### config.mk
export PLATFORM = sky130hd
export DESIGN_NAME = mips150_io_regs
export DESIGN_NICKNAME = d
export VERILOG_FILES = /design/src/rtl/mips150_io_pkg.sv /design/src/rtl/io_rx_fifo.sv /design/src/rtl/mips150_io_regs.sv
export SDC_FILE = /design/constraint.sdc
export NUM_CORES = 1
export LEC_CHECK = 0
export CORE_MARGIN = 8
export CORE_UTILIZATION = 45
export CTS_CLUSTER_DIAMETER = 200
export DETAILED_ROUTE_END_ITERATION = 8
export DONT_BUFFER_PORTS = 1
export SLEW_MARGIN = 20
export SYNTH_ARGS = -nofsm -noshare
export SYNTH_HDL_FRONTEND = slang
export SYNTH_SLANG_ARGS = --single-unit
### constraint.sdc
create_clock -name clk -period 2.56 [get_ports clk]
set_input_delay 0.512 -clock clk [delete_from_list [all_inputs] [get_ports clk]]
set_output_delay 0.512 -clock clk [all_outputs]
set_load 0.01 [all_outputs]
### src/rtl/mips150_io_pkg.sv
// Shared definitions for the MIPS150 memory-mapped I/O register block:
// word offsets within I/O space and the UART byte width.
package mips150_io_pkg;

    localparam int UART_W = 8;

    localparam logic [7:0] IO_TX_STAT = 8'h00;
    localparam logic [7:0] IO_RX_STAT = 8'h04;
    localparam logic [7:0] IO_RX_DATA = 8'h08;
    localparam logic [7:0] IO_TX_DATA = 8'h0C;
    localparam logic [7:0] IO_CYC_CNT = 8'h10;
    localparam logic [7:0] IO_INS_CNT = 8'h14;
    localparam logic [7:0] IO_CNT_CLR = 8'h18;

    // Byte address -> word-aligned offset; the two byte-select bits never matter here.
    function automatic logic [7:0] io_word_off(input logic [7:0] addr);
        return addr & 8'hFC;
    endfunction

endpackage

### src/rtl/io_rx_fifo.sv
// Small synchronous FIFO buffering received UART bytes until software reads them.
// DEPTH must be a power of two (and at least 2) so the pointers wrap naturally.
module io_rx_fifo
    import mips150_io_pkg::*;
#(
    parameter int DEPTH = 4,
    parameter int WIDTH = UART_W
) (
    input  logic                     clk,
    input  logic                     rst,
    input  logic                     i_push,
    input  logic [WIDTH-1:0]         i_push_data,
    input  logic                     i_pop,
    output logic [WIDTH-1:0]         o_head,
    output logic [$clog2(DEPTH):0]   o_count
);

    localparam int AW = $clog2(DEPTH);

    logic [WIDTH-1:0] r_mem [DEPTH];
    logic [AW-1:0]    r_wr_ptr;
    logic [AW-1:0]    r_rd_ptr;
    logic [AW:0]      r_count;
    logic             w_push;
    logic             w_pop;

    assign w_push  = i_push && (r_count != (AW+1)'(DEPTH));
    assign w_pop   = i_pop && (r_count != '0);
    assign o_head  = r_mem[r_rd_ptr];
    assign o_count = r_count;

    // NOTE: the storage array is deliberately not reset; r_count alone says which entries are valid.
    always_ff @(posedge clk) begin
        if (w_push) r_mem[r_wr_ptr] <= i_push_data;
    end

    always_ff @(posedge clk) begin
        if (rst) begin
            r_wr_ptr <= '0;
            r_rd_ptr <= '0;
            r_count  <= '0;
        end else begin
            if (w_push) r_wr_ptr <= r_wr_ptr + AW'(1);
            if (w_pop)  r_rd_ptr <= r_rd_ptr + AW'(1);
            case ({w_push, w_pop})
                2'b10:   r_count <= r_count + (AW+1)'(1);
                2'b01:   r_count <= r_count - (AW+1)'(1);
                default: r_count <= r_count;
            endcase
        end
    end

endmodule

### src/rtl/mips150_io_regs.sv
// MIPS150 memory-mapped I/O registers: UART TX holding register, RX FIFO and,
// when IO_COUNTERS_EN is defined, cycle/instruction counters. Load data is registered into M.
module mips150_io_regs
    import mips150_io_pkg::*;
#(
    parameter int RX_DEPTH = 4
) (
    input  logic              clk,
    input  logic              rst,
    input  logic [7:0]        io_addr,
    input  logic [3:0]        io_store_mask,
    input  logic [31:0]       io_wdata,
    input  logic              io_load,
    output logic [31:0]       io_rdata,
    input  logic              instr_retire,
    output logic [UART_W-1:0] uart_tx_data,
    output logic              uart_tx_valid,
    input  logic              uart_tx_ready,
    input  logic [UART_W-1:0] uart_rx_data,
    input  logic              uart_rx_valid,
    output logic              uart_rx_ready
);

    localparam int CW = $clog2(RX_DEPTH) + 1;

    logic [7:0]        w_off;
    logic [UART_W-1:0] w_rx_head;
    logic [CW-1:0]     w_rx_count;
    logic              w_rx_nonempty;
    logic              w_rx_push;
    logic              w_rx_pop;
    logic              w_tx_write;
    logic [31:0]       w_rdata_next;
    logic [31:0]       w_cyc_cnt;
    logic [31:0]       w_ins_cnt;

    logic [31:0]       r_rdata;
    logic              r_tx_valid;
    logic [UART_W-1:0] r_tx_data;

    assign w_off         = io_word_off(io_addr);
    assign w_rx_nonempty = (w_rx_count != '0);
    assign uart_rx_ready = ~rst & (w_rx_count != CW'(RX_DEPTH));
    assign w_rx_push     = uart_rx_valid & uart_rx_ready;
    assign w_rx_pop      = io_load && (w_off == IO_RX_DATA) && w_rx_nonempty;
    assign w_tx_write    = io_store_mask[0] && (w_off == IO_TX_DATA);

    io_rx_fifo #(
        .DEPTH (RX_DEPTH),
        .WIDTH (UART_W)
    ) u_rx_fifo (
        .clk         (clk),
        .rst         (rst),
        .i_push      (w_rx_push),
        .i_push_data (uart_rx_data),
        .i_pop       (w_rx_pop),
        .o_head      (w_rx_head),
        .o_count     (w_rx_count)
    );

`ifdef IO_COUNTERS_EN
    logic [31:0] r_cyc_cnt;
    logic [31:0] r_ins_cnt;
    logic        w_cnt_clr;

    assign w_cnt_clr = (|io_store_mask) && (w_off == IO_CNT_CLR);

    // Clear wins over the same-cycle increment.
    always_ff @(posedge clk) begin
        if (rst || w_cnt_clr) begin
            r_cyc_cnt <= '0;
            r_ins_cnt <= '0;
        end else begin
            r_cyc_cnt <= r_cyc_cnt + 32'd1;
            if (instr_retire) r_ins_cnt <= r_ins_cnt + 32'd1;
        end
    end

    assign w_cyc_cnt = r_cyc_cnt;
    assign w_ins_cnt = r_ins_cnt;
`else
    assign w_cyc_cnt = '0;
    assign w_ins_cnt = '0;
`endif

    // NOTE: defaulting the output first means no path through the case leaves it unassigned, so no latch.
    always_comb begin
        w_rdata_next = '0;
        case (w_off)
            IO_TX_STAT: w_rdata_next = {31'b0, ~r_tx_valid};
            IO_RX_STAT: w_rdata_next = {31'b0, w_rx_nonempty};
            IO_RX_DATA: w_rdata_next = w_rx_nonempty ? 32'(w_rx_head) : 32'd0;
            IO_CYC_CNT: w_rdata_next = w_cyc_cnt;
            IO_INS_CNT: w_rdata_next = w_ins_cnt;
            default:    w_rdata_next = '0;
        endcase
    end

    // NOTE: sequential state uses non-blocking assignments so every flop samples pre-edge values.
    always_ff @(posedge clk) begin
        if (rst) begin
            r_rdata    <= '0;
            r_tx_valid <= 1'b0;
            r_tx_data  <= '0;
        end else begin
            if (io_load) r_rdata <= w_rdata_next;
            // A write while a byte is still pending is dropped.
            if (r_tx_valid && uart_tx_ready) begin
                r_tx_valid <= 1'b0;
            end else if (!r_tx_valid && w_tx_write) begin
                r_tx_valid <= 1'b1;
                r_tx_data  <= io_wdata[UART_W-1:0];
            end
        end
    end

    assign io_rdata      = r_rdata;
    assign uart_tx_valid = r_tx_valid;
    assign uart_tx_data  = r_tx_data;

endmodule
Word-level counts from Yosys, hierarchy flattened

Memories as Yosys holds them, arrays and structs flattened. A register that Yosys moved wholly into a read port is not among the register bits.
Index checks and enable logic that the tools add are counted.

Register bits: 48
Bits in writable memories: 32
Logic and storage cells: 42
Memories: 1

Memories:

| name            | words | width | rd ports | clocked after Yosys merged registers in | wr ports | RTL line         | source |
|---|---|---|---|---|---|---|---|
| u_rx_fifo.r_mem | 4     | 8     | 1        | 1                                       | 1        | io_rx_fifo.sv:20 | `logic [WIDTH-1:0] r_mem [DEPTH];` |

$add $sub $neg: 4
Equal/unequal tests: 6
Multiplexer cells: 7
Bitwise operators: 5
Reductions and logical operators: 13

Operators by type and width:

| cell                | count |
|---|---|
| $pmux 8 s3          | 1 |
| $eq 6x2->1 const B  | 2 |
| $logic_not 8->1     | 1 |
| $mux 8              | 1 |
| $logic_and 1x1->1   | 7 |
| $eq 6x1->1 const B  | 1 |
| $pmux 3 s2          | 1 |
| $add 2x1->2 const B | 2 |
| $mux 2              | 2 |
| $add 3x1->3 const B | 1 |
| $ne 3x3->1 const B  | 1 |
| $not 1->1           | 3 |
| $reduce_bool 3->1   | 1 |
| $sub 3x1->3 const B | 1 |
| $and 1x1->1         | 2 |
| $eq 2x1->1 const B  | 1 |
| $eq 2x2->1 const B  | 1 |
| $mux 1              | 2 |
| $reduce_and 2->1    | 1 |
| $reduce_bool 2->1   | 1 |
| $reduce_or 2->1     | 1 |
| $logic_not 1->1     | 1 |

Longest topological paths before layout

Gate-level depths: netlist of the first run.

Word-level depth: 6
Mapped depth: 8

Modules after synthesis

From an unflattened synthesis of the first run, not the netlist that was laid out.

Cell total of the unflattened synthesis: 205
Area total of the unflattened synthesis: 2622.5 sq um

Modules (own cells, without submodules):

| module          | instances | cells each | area each (sq um) |
|---|---|---|---|
| io_rx_fifo      | 1         | 92         | 1646.6 |
| mips150_io_regs | 1         | 113        | 975.9 |

Worst setup path after synthesis of the first run

OpenSTA, ideal clock, no wires.

Path type: input port to flip-flop
Start point: input port rst
End point: register u_rx_fifo.r_count[2], in the netlist u_rx_fifo.o_count[2]
Library setup time: 0.123 ns
Arrival time: 2.059 ns
Data required time: 2.437 ns
Path slack: 0.378 ns
Stages: 8
Buffers on the path: 0
Path through: nand2b_1 > nor2_4 > nor2_1 > fa_1 > inv_1 > o21ai_0 > o2bb2a_1 > mux2_1

Word-level cells in the longest chain between the ends: 6
Elaborated cells between the ends (all ways): 8
Classes of those cells: eq/ne: 2; mux: 1; bitwise: 3; reduce/logical: 2

Ends and longest elaborated chain:

| element                                         | RTL line              | source |
|---|---|---|
| start, declared                                 | mips150_io_regs.sv:9  | `input logic rst,` |
| $not 1->1                                       | mips150_io_regs.sv:43 | `assign uart_rx_ready = ~rst & (w_rx_count != CW'(RX_DEPTH));` |
| $and 1x1->1                                     | mips150_io_regs.sv:43 |  |
| $and 1x1->1                                     | mips150_io_regs.sv:44 | `assign w_rx_push = uart_rx_valid & uart_rx_ready;` |
| $logic_and 1x1->1                               | io_rx_fifo.sv:27      | `assign w_push = i_push && (r_count != (AW+1)'(DEPTH));` |
| $eq 2x1->1 or $eq 2x2->1 (tied branches)        | io_rx_fifo.sv:45      | `case ({w_push, w_pop})` |
| $pmux 3 s2 or $reduce_bool 2->1 (tied branches) | --                    |  |
| end signal, assigned                            | io_rx_fifo.sv:46      | `2'b10: r_count <= r_count + (AW+1)'(1);` |
| end signal, assigned                            | io_rx_fifo.sv:47      | `2'b01: r_count <= r_count - (AW+1)'(1);` |
| end signal, assigned                            | io_rx_fifo.sv:48      | `default: r_count <= r_count;` |
| end, declared                                   | io_rx_fifo.sv:23      | `logic [AW:0] r_count;` |

Parallel ways exist; a longest one is shown, timed or not.
A chain may end at the register's enable or synchronous reset.

Worst setup path in the final report of the first run

Start point: register u_rx_fifo.r_count[0], in the netlist u_rx_fifo.o_count[0]
End point: register u_rx_fifo.r_count[2], in the netlist u_rx_fifo.o_count[2]

Word-level cells in the longest chain between the ends: 6
Elaborated cells between the ends (all ways): 13
Classes of those cells: add/sub: 2; eq/ne: 3; mux: 1; bitwise: 2; reduce/logical: 5

Ends and longest elaborated chain:

| element                                         | RTL line |
|---|---|
| $ne 3x3->1                                      | io_rx_fifo.sv:27, mips150_io_regs.sv:43 |
| $and 1x1->1                                     | mips150_io_regs.sv:43 |
| $and 1x1->1                                     | mips150_io_regs.sv:44 |
| $logic_and 1x1->1                               | io_rx_fifo.sv:27 |
| $eq 2x1->1 or $eq 2x2->1 (tied branches)        | io_rx_fifo.sv:45 |
| $pmux 3 s2 or $reduce_bool 2->1 (tied branches) | -- |

Parallel ways exist; a longest one is shown, timed or not.

==> results of run 1 <==
-- power by group through the flow --
stage / Sequential, mW / Combinational [mW] / Clock, mW
2_1_floorplan: 1.03 / 0.0939 / 0
3_3_place_gp: 1.03 / 0.0702 / 0
3_5_place_dp: 1.03 / 0.0726 / 0
4_1_cts: 1.01 / 0.0730 / 0.936
5_1_grt: 1.01 / 0.0852 / 0.978
6_report: 1.01 / 0.0734 / 0.916
-- state kept, by name, indices dropped and copies added, names as in the netlist, named ones only --
name / cells
io_rdata: 8
u_rx_fifo.o_count: 3
u_rx_fifo.r_mem: 32
u_rx_fifo.r_rd_ptr: 2
u_rx_fifo.r_wr_ptr: 2
uart_tx_data: 8
uart_tx_valid: 1
-- how the worst max path moves through the flow --
stage	startpoint	to	slack, ns
after CTS	u_rx_fifo.o_count[0]	u_rx_fifo.o_count[2]	0.26
after detailed placement	u_rx_fifo.o_count[0]	u_rx_fifo.o_count[2]	0.29
after global placement	u_rx_fifo.o_count[0]	u_rx_fifo.o_count[2]	0.35
after global routing	u_rx_fifo.o_count[0]	u_rx_fifo.o_count[2]	0.13
after floorplan	rst	u_rx_fifo.o_count[2]	0.38
final	u_rx_fifo.o_count[0]	u_rx_fifo.o_count[2]	0.27
-- stage by stage --
step                hold slack, ns  area [µm²]  utilization (%)
CTS                          0.236        2760             50.3
floorplan                    0.480        2630                -
detailed placement           0.522        2530             46.2
global placement             0.484        2530             46.2
finish                       0.258        2760             50.3
global route                 0.228        2760             50.3
-- worst max-delay path: stages (launching register included) --
cell      delay (ns)
dfxtp_1         0.37
or3_4           0.41
nand4_1         0.17
nor2_1          0.08
fa_1            0.36
inv_1           0.08
o21ai_0         0.07
o2bb2a_1        0.32
mux2_1          0.33
-- final cells by class --
class                   count  share of cell area [%]
clock buffers              15                    7.18
clock inverters             1                    1.09
inverters                   4                   0.545
multi-input cells         122                    33.3
flip-flops and latches     58                    53.8
well taps                  72                    3.27
repair buffers              3                   0.817
-- per-layer routing --
metal  vias to the layer above  part of all wire (%)
li1                        639                     -
met1                       628                    38
met2                        41                    50
met3                         7                    10
met4                         0                   1.9
met5                         -                     0
-- cells in the final DEF (no fill, tap or decap), types with 2 or more instances in the layout --
master | synthesis | routed
nand2b_1 | 4 | 4
mux4_2 | 8 | 8
ha_1 | 4 | 4
mux2i_1 | 9 | 9
and2_1 | 4 | 4
buf_4 | 24 | 3
nor2_1 | 23 | 23
clkbuf_8 | 0 | 12
dfxtp_1 | 26 | 26
clkbuf_1 | 3 | 2
nor2b_1 | 8 | 8
and2b_1 | 4 | 4
a21oi_1 | 13 | 13
edfxtp_1 | 32 | 32
o21ai_0 | 2 | 2
inv_1 | 4 | 4
conb_1 | 1 | 24
nand4_1 | 2 | 2
xnor2_1 | 2 | 2
-- cells by family (layout without fill, tap and decap cells) --
kind of cell | count (synthesis) | count (layout) | synth area share, %
DFF | 58 | 58 | 58.2
and+or+nand+nor | 53 | 53 | 12.4
buffers and inverters | 35 | 23 | 9.09
muxes | 19 | 19 | 11.7
AOI/OAI and AO/OA | 18 | 18 | 3.98
adders and majority gates | 5 | 5 | 2.75
xor gates and xnor gates | 3 | 3 | 1.77
other | 1 | 24 | 0.147
==> run metrics, run 1 <==
outcome=completed; 1st-iter DRT viols=66; placed cells=259; grt met1 use=11.3%; leading post-synthesis cells by cell area=edfxtp_1 (38%), dfxtp_1 (20%), buf_4 (7.1%); Total Negative Setup Slacks=0 ns; wire length reported by the detailed router=4440 µm; cell leakage power=1.06 nW; count of vias placed by the detailed router=1315; sequential cell area=1480 µm²; initial antenna violation count=0; total power consumption of the routed design=2.00 mW; worst setup skew after layout=0.00659 ns; wire length per cell after detailed routing=16.2 µm; type of destination of the critical path=register; core box area=5470 µm²; worst path arrival time=2.49 ns; FMAX=0.437 GHz; Distinct cells, synth=37; maximum number of pins on one net before global-route repair=32; mean post-synth cell area=13.3 µm²; Overall Global Routing Usage=11.5%; most common flop cell mapped by yosys=edfxtp_1; total of endpoints with negative setup slack in the final report=0; Max FO, Critical Path=5; end point of the most critical hold path=u_rx_fifo.r_rd_ptr[1]; CTS sink count=58; floorplan die area=8320 µm²; switching share of power=19.0%; multi-input gate area in the final layout=918 µm²; minimum setup slack in the final design=0.272 ns; number of remaining DRC errors=0; internal power consumption=1.62 mW; worst hold-check path type=in -> reg; top-level I/O count=100; wire length of the first global-routing pass=7250 µm; x dimension of the die=91.2 µm; cell area after synthesis=2540 µm²; final global-route overflow total=0; FF-to-FF End=u_rx_fifo.o_count[2]; post-synthesis register bit count=58; met2 routing resource usage after global routing=18.0%; clock latency at the later pin of the worst-skew pair=0.32 ns; part of the power in the clock network=45.8%; proportion of netlist area held by the largest area contributor=37.8%; post-DP HPWL=3320 µm; final cell count without fillers=275; start of the worst register-to-register path=u_rx_fifo.o_count[0]; sequential cell area fraction in the yosys report=58.2%; share of flip-flops with an asynchronous set or reset after synthesis=0%; clock slew seen by the registers of the worst setup and hold paths=0.06 ns; fin crit period=2.29 ns; Inserted Clock Buffers=9; GR Util met3=7.74%; via density per instance=4.78; post-cts resize count=0; critical path startpoint category=register; root cell of the clock tree=clkbuf_8; worst-case register-to-register setup slack=0.27 ns; Yosys warning count=0; count of flip-flops with a built-in enable after synthesis=32; critical path class=reg -> reg; post-CTS setup buffers=0; highest ir drop seen on vdd=0.000330 V; hold bufs inserted after CTS=0; RSZ-0062 raised after global routing=no; Place WS=0.290 ns; power density cells=726 nW/µm²; fraction of layout instances using a drive strength above 1=15.3%; Hold Path Depth=1; CP Data Required Time=2.76 ns; final hold violation count=0; Final Wtd Congestion=0.716; count of input and output buffers=0; commonest cells in the netlist=edfxtp_1 (32), dfxtp_1 (26), buf_4 (24), nor2_1 (23), a21oi_1 (13); total net switching power=380 µW; most used standard cell by instance count after synthesis=edfxtp_1; Ant. Diodes=0; max_slew headroom=62.5%; Area growth, synth to finish=8.26%; biggest area consumer among synthesized cells=edfxtp_1; final antenna-violating net count=0; iteration count of the initial detailed-routing pass=4; placement row count=27; Comb power frac=3.7%; vias in the first global route=1419; slew at the pin closest to its max-slew limit=0.561 ns; floorplan die height=91.2 µm; synthesized netlist cell count=192; layout net count=261; maximum root-to-sink buffer count=2; H-tree level count=3; starting density of the core=46.5%; sequential cell fraction of total power=50.6%; final count of pins violating max slew=0; Final Cycle Share=89.4%; fillcell total=473; worst min-delay path startpoint=rst; number of cells traversed by the worst register-to-register path=8; max cap viols=0; most utilized layer in the global route result=met2; clock tree from TritonCTS=done
(Power assumes the default switching activity.)
==> run 2: changes to the inputs <==
CTS_BUF_LIST = sky130_fd_sc_hd__clkbuf_16   (was not set)
HOLD_SLACK_MARGIN = 0.1   (was not set)
clock period = 1.84 ns   (was 2.56 ns; I/O delays follow)
==> run metrics, run 2 (synthesis gave the netlist of run 1 again) <==
outcome=finished, violations left; violated checks=setup timing; final hold violation count=0 (unchanged); clock slew seen by the registers of the worst setup and hold paths=0.05 ns (about the same); count of vias placed by the detailed router=1415 (+7.6%); final cell count without fillers=291 (+5.8%); critical path launch point=u_rx_fifo.o_count[2]; Area growth, synth to finish=17.7%; worst path cell trace=or3_4 > nand4_1 > nor2_2 > fa_2 > inv_2 > a41oi_2 > o2bb2a_4 > mux2_4; placement row count=27 (unchanged); number of flip-flops in the largest register=32 (unchanged); maximum root-to-sink buffer count=2 (unchanged); minimum setup slack in the final design=-0.0958 ns (-0.368 ns); final antenna-violating net count=0 (unchanged); RSZ-0062 raised after global routing=yes; type of destination of the critical path=register; wire length per cell after detailed routing=16.5 µm (+2.0%); total of endpoints with negative setup slack in the final report=1 (+1); CP Data Required Time=2.04 ns (-0.72 ns); Post-Route Hold Slack=0.127 ns (-0.130 ns); placed cells=274 (+5.8%); Max FO, Critical Path=3 (-2); worst path arrival time=2.14 ns (-0.35 ns); FMAX=0.517 GHz (+18%); layout net count=277 (+6.1%); post-DP HPWL=3390 µm (+2.1%); H-tree level count=3 (unchanged); final count of pins violating max slew=0 (unchanged); register with the most flip-flops=u_rx_fifo.r_mem; Overall Global Routing Usage=11.9% (+0.34 points); final global-route overflow total=0 (unchanged); vias in the first global route=1495 (+5.4%); Ant. Diodes=0 (unchanged); initial antenna violation count=0 (unchanged); fillcell total=460 (-2.7%); core box area=5470 µm² (unchanged); family of cells with the greatest summed delay on the critical path=simple AND/OR/NAND/NOR gates; 1st-iter DRT viols=72 (+9.1%); count of input and output buffers=0 (unchanged); start of the worst register-to-register path=u_rx_fifo.o_count[2]; starting density of the core=46.5% (unchanged); worst min-delay path startpoint=rst; power density cells=1080 nW/µm² (+49%); cell with the largest stage delay on the worst path=or3_4; iteration count of the initial detailed-routing pass=4 (unchanged); Final Wtd Congestion=0.795 (+11%); floorplan die height=91.2 µm (unchanged); cell leakage power=1.19 nW (+12%); wire length of the first global-routing pass=7660 µm (+5.7%); wire length reported by the detailed router=4800 µm (+8.0%); top-level I/O count=100 (unchanged); clock latency at the later pin of the worst-skew pair=0.31 ns (about the same); CTS sink count=58 (unchanged); most common cell after layout, fill and taps aside=edfxtp_1; fin crit period=1.94 ns (-0.352 ns); Total Negative Setup Slacks=-0.0958 ns (-0.0958 ns); critical path class=reg -> reg; total power consumption of the routed design=3.24 mW (+62%); floorplan die area=8320 µm² (unchanged); via density per instance=4.86 (+1.7%); hold bufs inserted after CTS=0 (unchanged); worst hold-check path type=in -> reg; critical path startpoint category=register; clock tree from TritonCTS=done; maximum number of pins on one net before global-route repair=32 (unchanged); slowest stage delay, CP=0.38 ns (-0.03 ns); highest ir drop seen on vdd=0.000948 V (+190%); x dimension of the die=91.2 µm (unchanged); instance area at placement=2650 µm² (+4.7%); worst setup skew after layout=0.00729 ns (+0.000700 ns); leading cell types in the layout, fill and taps excluded=edfxtp_1 (32), dfxtp_1 (25), conb_1 (24); Inserted Clock Buffers=9 (unchanged); buffer and inverter count on the worst path=1 (unchanged); Final Cycle Share=105% (+16 points); post-route cell area=3000 µm² (+8.7%); fraction of layout instances using a drive strength above 1=24.7% (+9.4 points); root cell of the clock tree=clkbuf_16; number of remaining DRC errors=0 (unchanged); max cap viols=0 (unchanged)
run 2: changes by cell type in the layout (fill, tap and decap cells not counted), moves of 2 or more:
| cell | previous run | this run |
|---|---|---|
| clkbuf_1 | 2 | 0 |
| clkbuf_8 | 12 | 0 |
| clkinv_1 | 0 | 2 |
| buf_4 | 3 | 19 |
| clkbuf_16 | 1 | 9 |
run 2: timing repair:
action / CTS / global route
pin swaps: 1 / 0
resized for setup: 4 / 4
setup buffers: 1 / 0
setup endpoints to repair: 1 / 1
endpoints found under the hold margin: 0 / 0
run 2: metal layers:
metal	track usage (%)	vias to the layer above	share of wire [%]
li1	-	676	-
met3	5.10	7	7.9
met1	12.6	688	40
met4	5.73	0	1.3
met5	0	-	0
met2	19.8	44	51
run 2: path summary, 6_finish.rpt:
check	slack, ns	endpoint	cells after the start
worst min register to register	0.52	u_rx_fifo.r_rd_ptr[1]	2
worst max-delay path	-0.1	u_rx_fifo.o_count[2]	8
worst min-delay path	0.13	u_rx_fifo.r_rd_ptr[0]	1
worst max register to register	-0.1	u_rx_fifo.o_count[2]	8
run 2: where the power goes:
part | internal [mW] | leakage, nW | switching [mW]
Sequential | 1.40 | 0.501 | 0.0106
Clock | 1.17 | 0.156 | 0.534
Combinational | 0.0546 | 0.530 | 0.0719
Total | 2.62 | 1.19 | 0.617
run 2: final cells by class:
cell class | instances | area (µm²) | area share (%)
flip-flops and latches | 58 | 1480 | 49.5
multi-input cells | 122 | 955 | 31.9
clock buffers | 9 | 225 | 7.52
repair buffers | 19 | 143 | 4.76
well taps | 72 | 90.1 | 3.01
clock inverters | 7 | 85.1 | 2.84
inverters | 4 | 15.0 | 0.501
run 2: per-stage QoR:
stage,setup WS (ns),util (%)
finish,-0.0958,54.7
global route,-0.162,54.7
CTS,-0.114,54.4
detailed placement,-0.197,48.3
global placement,-0.175,48.3
floorplan,-0.169,-
==> run 3: changes to the inputs <==
GPL_TIMING_DRIVEN = 0   (was not set)
==> run metrics, run 3 (synthesis gave the netlist of run 1 again) <==
worst path cell trace=or3_4 > nand4_1 > nor2_4 > fa_2 > inv_2 > a41oi_2 > o2bb2a_4 > mux2_4; final antenna-violating net count=0 (unchanged); worst-case register-to-register setup slack=-0.19 ns (-0.09 ns); critical path startpoint category=register; leading cell types in the layout, fill and taps excluded=buf_4 (39), edfxtp_1 (32), conb_1 (24); iteration count of the initial detailed-routing pass=4 (unchanged); outcome=finished, violations left; worst setup skew after layout=0.00640 ns (-0.000896 ns); CTS sink count=58 (unchanged); Final Wtd Congestion=0.765 (-3.8%); Area growth, synth to finish=24.4%; max cap viols=0 (unchanged); cell with the largest stage delay on the worst path=or3_4; Inserted Clock Buffers=9 (unchanged); final global-route overflow total=0 (unchanged); start of the worst register-to-register path=u_rx_fifo.o_count[0]; worst path arrival time=2.23 ns (+0.09 ns); fin crit period=2.03 ns (+0.0945 ns); initial antenna violation count=0 (unchanged); clock latency at the later pin of the worst-skew pair=0.32 ns (about the same); fraction of layout instances using a drive strength above 1=31.3% (+6.6 points); wire length reported by the detailed router=4920 µm (+2.5%); maximum root-to-sink buffer count=2 (unchanged); floorplan die height=91.2 µm (unchanged); via density per instance=4.64 (-4.7%); worst min-delay path startpoint=uart_rx_data[0]; critical path class=reg -> reg; floorplan die area=8320 µm² (unchanged); vias in the first global route=1435 (-4.0%); Comb power frac=5.5% (+1.6 points); register with the most flip-flops=u_rx_fifo.r_mem; root cell of the clock tree=clkbuf_16; hold bufs inserted after CTS=0 (unchanged); final hold violation count=0 (unchanged); Overall Global Routing Usage=12.1% (+0.28 points); clock slew seen by the registers of the worst setup and hold paths=0.05 ns (about the same); max_slew headroom=63.4%; Hold Path Depth=0 (-1); family of cells with the greatest summed delay on the critical path=simple AND/OR/NAND/NOR gates; total of endpoints with negative setup slack in the final report=3 (+2); Final Cycle Share=110% (+5.1 points); slowest stage delay, CP=0.38 ns (about the same); most common cell after layout, fill and taps aside=buf_4; type of destination of the critical path=register; fillcell total=471 (+2.4%); number of flip-flops in the largest register=32 (unchanged); H-tree level count=3 (unchanged); placement row count=27 (unchanged); number of cells traversed by the worst register-to-register path=8 (unchanged); buffer and inverter count on the worst path=1 (unchanged); wire length per cell after detailed routing=15.5 µm (-6.2%); Max FO, Critical Path=3 (unchanged); 1st-iter DRT viols=79 (+9.7%); slew at the pin closest to its max-slew limit=0.549 ns; sequential cell fraction of total power=45.2% (+1.7 points); count of vias placed by the detailed router=1474 (+4.2%); clock tree from TritonCTS=done; final count of pins violating max slew=0 (unchanged); end point of the most critical hold path=u_rx_fifo.r_mem[3][0]; total power consumption of the routed design=3.11 mW (-3.7%); Total Negative Setup Slacks=-0.319 ns (-0.223 ns); switching share of power=19.8% (+0.69 points); FMAX=0.493 GHz (-4.7%); violated checks=setup timing; starting density of the core=46.5% (unchanged); worst hold-check path type=in -> reg; CP Data Required Time=2.04 ns (about the same); multi-input gate area in the final layout=960 µm² (+0.52%); x dimension of the die=91.2 µm (unchanged); power density cells=984 nW/µm² (-8.9%); RSZ-0062 raised after global routing=yes; sequential cell area=1490 µm² (+0.51%); core box area=5470 µm² (unchanged); layout net count=304 (+9.7%); count of input and output buffers=0 (unchanged); minimum setup slack in the final design=-0.190 ns (-0.0945 ns); total net switching power=615 µW (-0.26%); part of the power in the clock network=49.3% (-3.3 points); maximum number of pins on one net before global-route repair=11 (-66%); internal power consumption=2.50 mW (-4.6%); highest ir drop seen on vdd=0.000582 V (-39%); Ant. Diodes=0 (unchanged); top-level I/O count=100 (unchanged); cell leakage power=1.30 nW (+9.9%); number of remaining DRC errors=0 (unchanged); FF-to-FF End=u_rx_fifo.o_count[2]; post-DP HPWL=3250 µm (-4.1%); wire length of the first global-routing pass=7620 µm (-0.55%)
run 3: changes by cell type in the layout (fill, tap and decap cells not counted), sizes merged:
| cell | before | now |
|---|---|---|
| buf | 19 | 42 |
| bufinv | 2 | 1 |
| clkbuf | 9 | 13 |
| clkinv | 4 | 1 |
| clkinvlp | 0 | 1 |
| inv | 5 | 8 |
run 3: how the worst max path moves through the flow:
stage	cells after the start	endpoint	start	slack, ns
2_1_floorplan	8	u_rx_fifo.o_count[2]	u_rx_fifo.o_count[0]	-0.17
3_3_place_gp	8	u_rx_fifo.o_count[2]	io_addr[5]	-0.34
3_5_place_dp	8	u_rx_fifo.o_count[2]	io_addr[5]	-0.34
4_1_cts	8	u_rx_fifo.o_count[2]	u_rx_fifo.o_count[0]	-0.21
5_1_grt	8	u_rx_fifo.o_count[2]	u_rx_fifo.o_count[0]	-0.23
6_report	8	u_rx_fifo.o_count[2]	u_rx_fifo.o_count[0]	-0.19
run 3: power groups by stage:
stage                     Clock, mW  Combinational (mW)  Sequential, mW
after floorplan                   0               0.131            1.43
after global placement            0               0.148            1.44
after detailed placement          0               0.148            1.44
after CTS                      1.57               0.162            1.41
after global routing           1.63               0.190            1.41
final                          1.54               0.170            1.41
run 3: what timing repair did:
item,CTS,global route
setup endpoints to repair,1,4
resized for setup,7,6
hold endpoints to repair,0,0
buffers inserted,10,5
pin swaps,5,8
run 3: metal layers:
| metal | global-route usage, % | share of wire, % | wire (µm) |
|---|---|---|---|
| met5 | 0 | 0 | 0 |
| met4 | 8.19 | 1.4 | 68 |
| met3 | 5.02 | 7.3 | 358 |
| met2 | 19.1 | 49 | 2410 |
| met1 | 13.2 | 42 | 2080 |
run 3: area by class of cell:
type	instances	share of cell area (%)
clock inverter	7	1.78
sequential	58	47.1
clock buffer	9	7.11
inverter	4	0.474
timing repair buffer	15	3.56
tap	72	2.85
buffer	31	6.84
multi-input combinational	122	30.3
run 3: metrics by stage:
step                hold WS [ns]  setup slack, ns  instance area, µm²  utilization, %  std cells
floorplan                  0.467           -0.169                2640               -        215
global placement           0.467           -0.337                2730            49.8        287
detailed placement         0.467           -0.339                2730            49.8        287
CTS                        0.134           -0.213                3090            56.5        313
global route               0.128           -0.229                3170            57.8        318
finish                     0.144           -0.190                3170            57.8        318
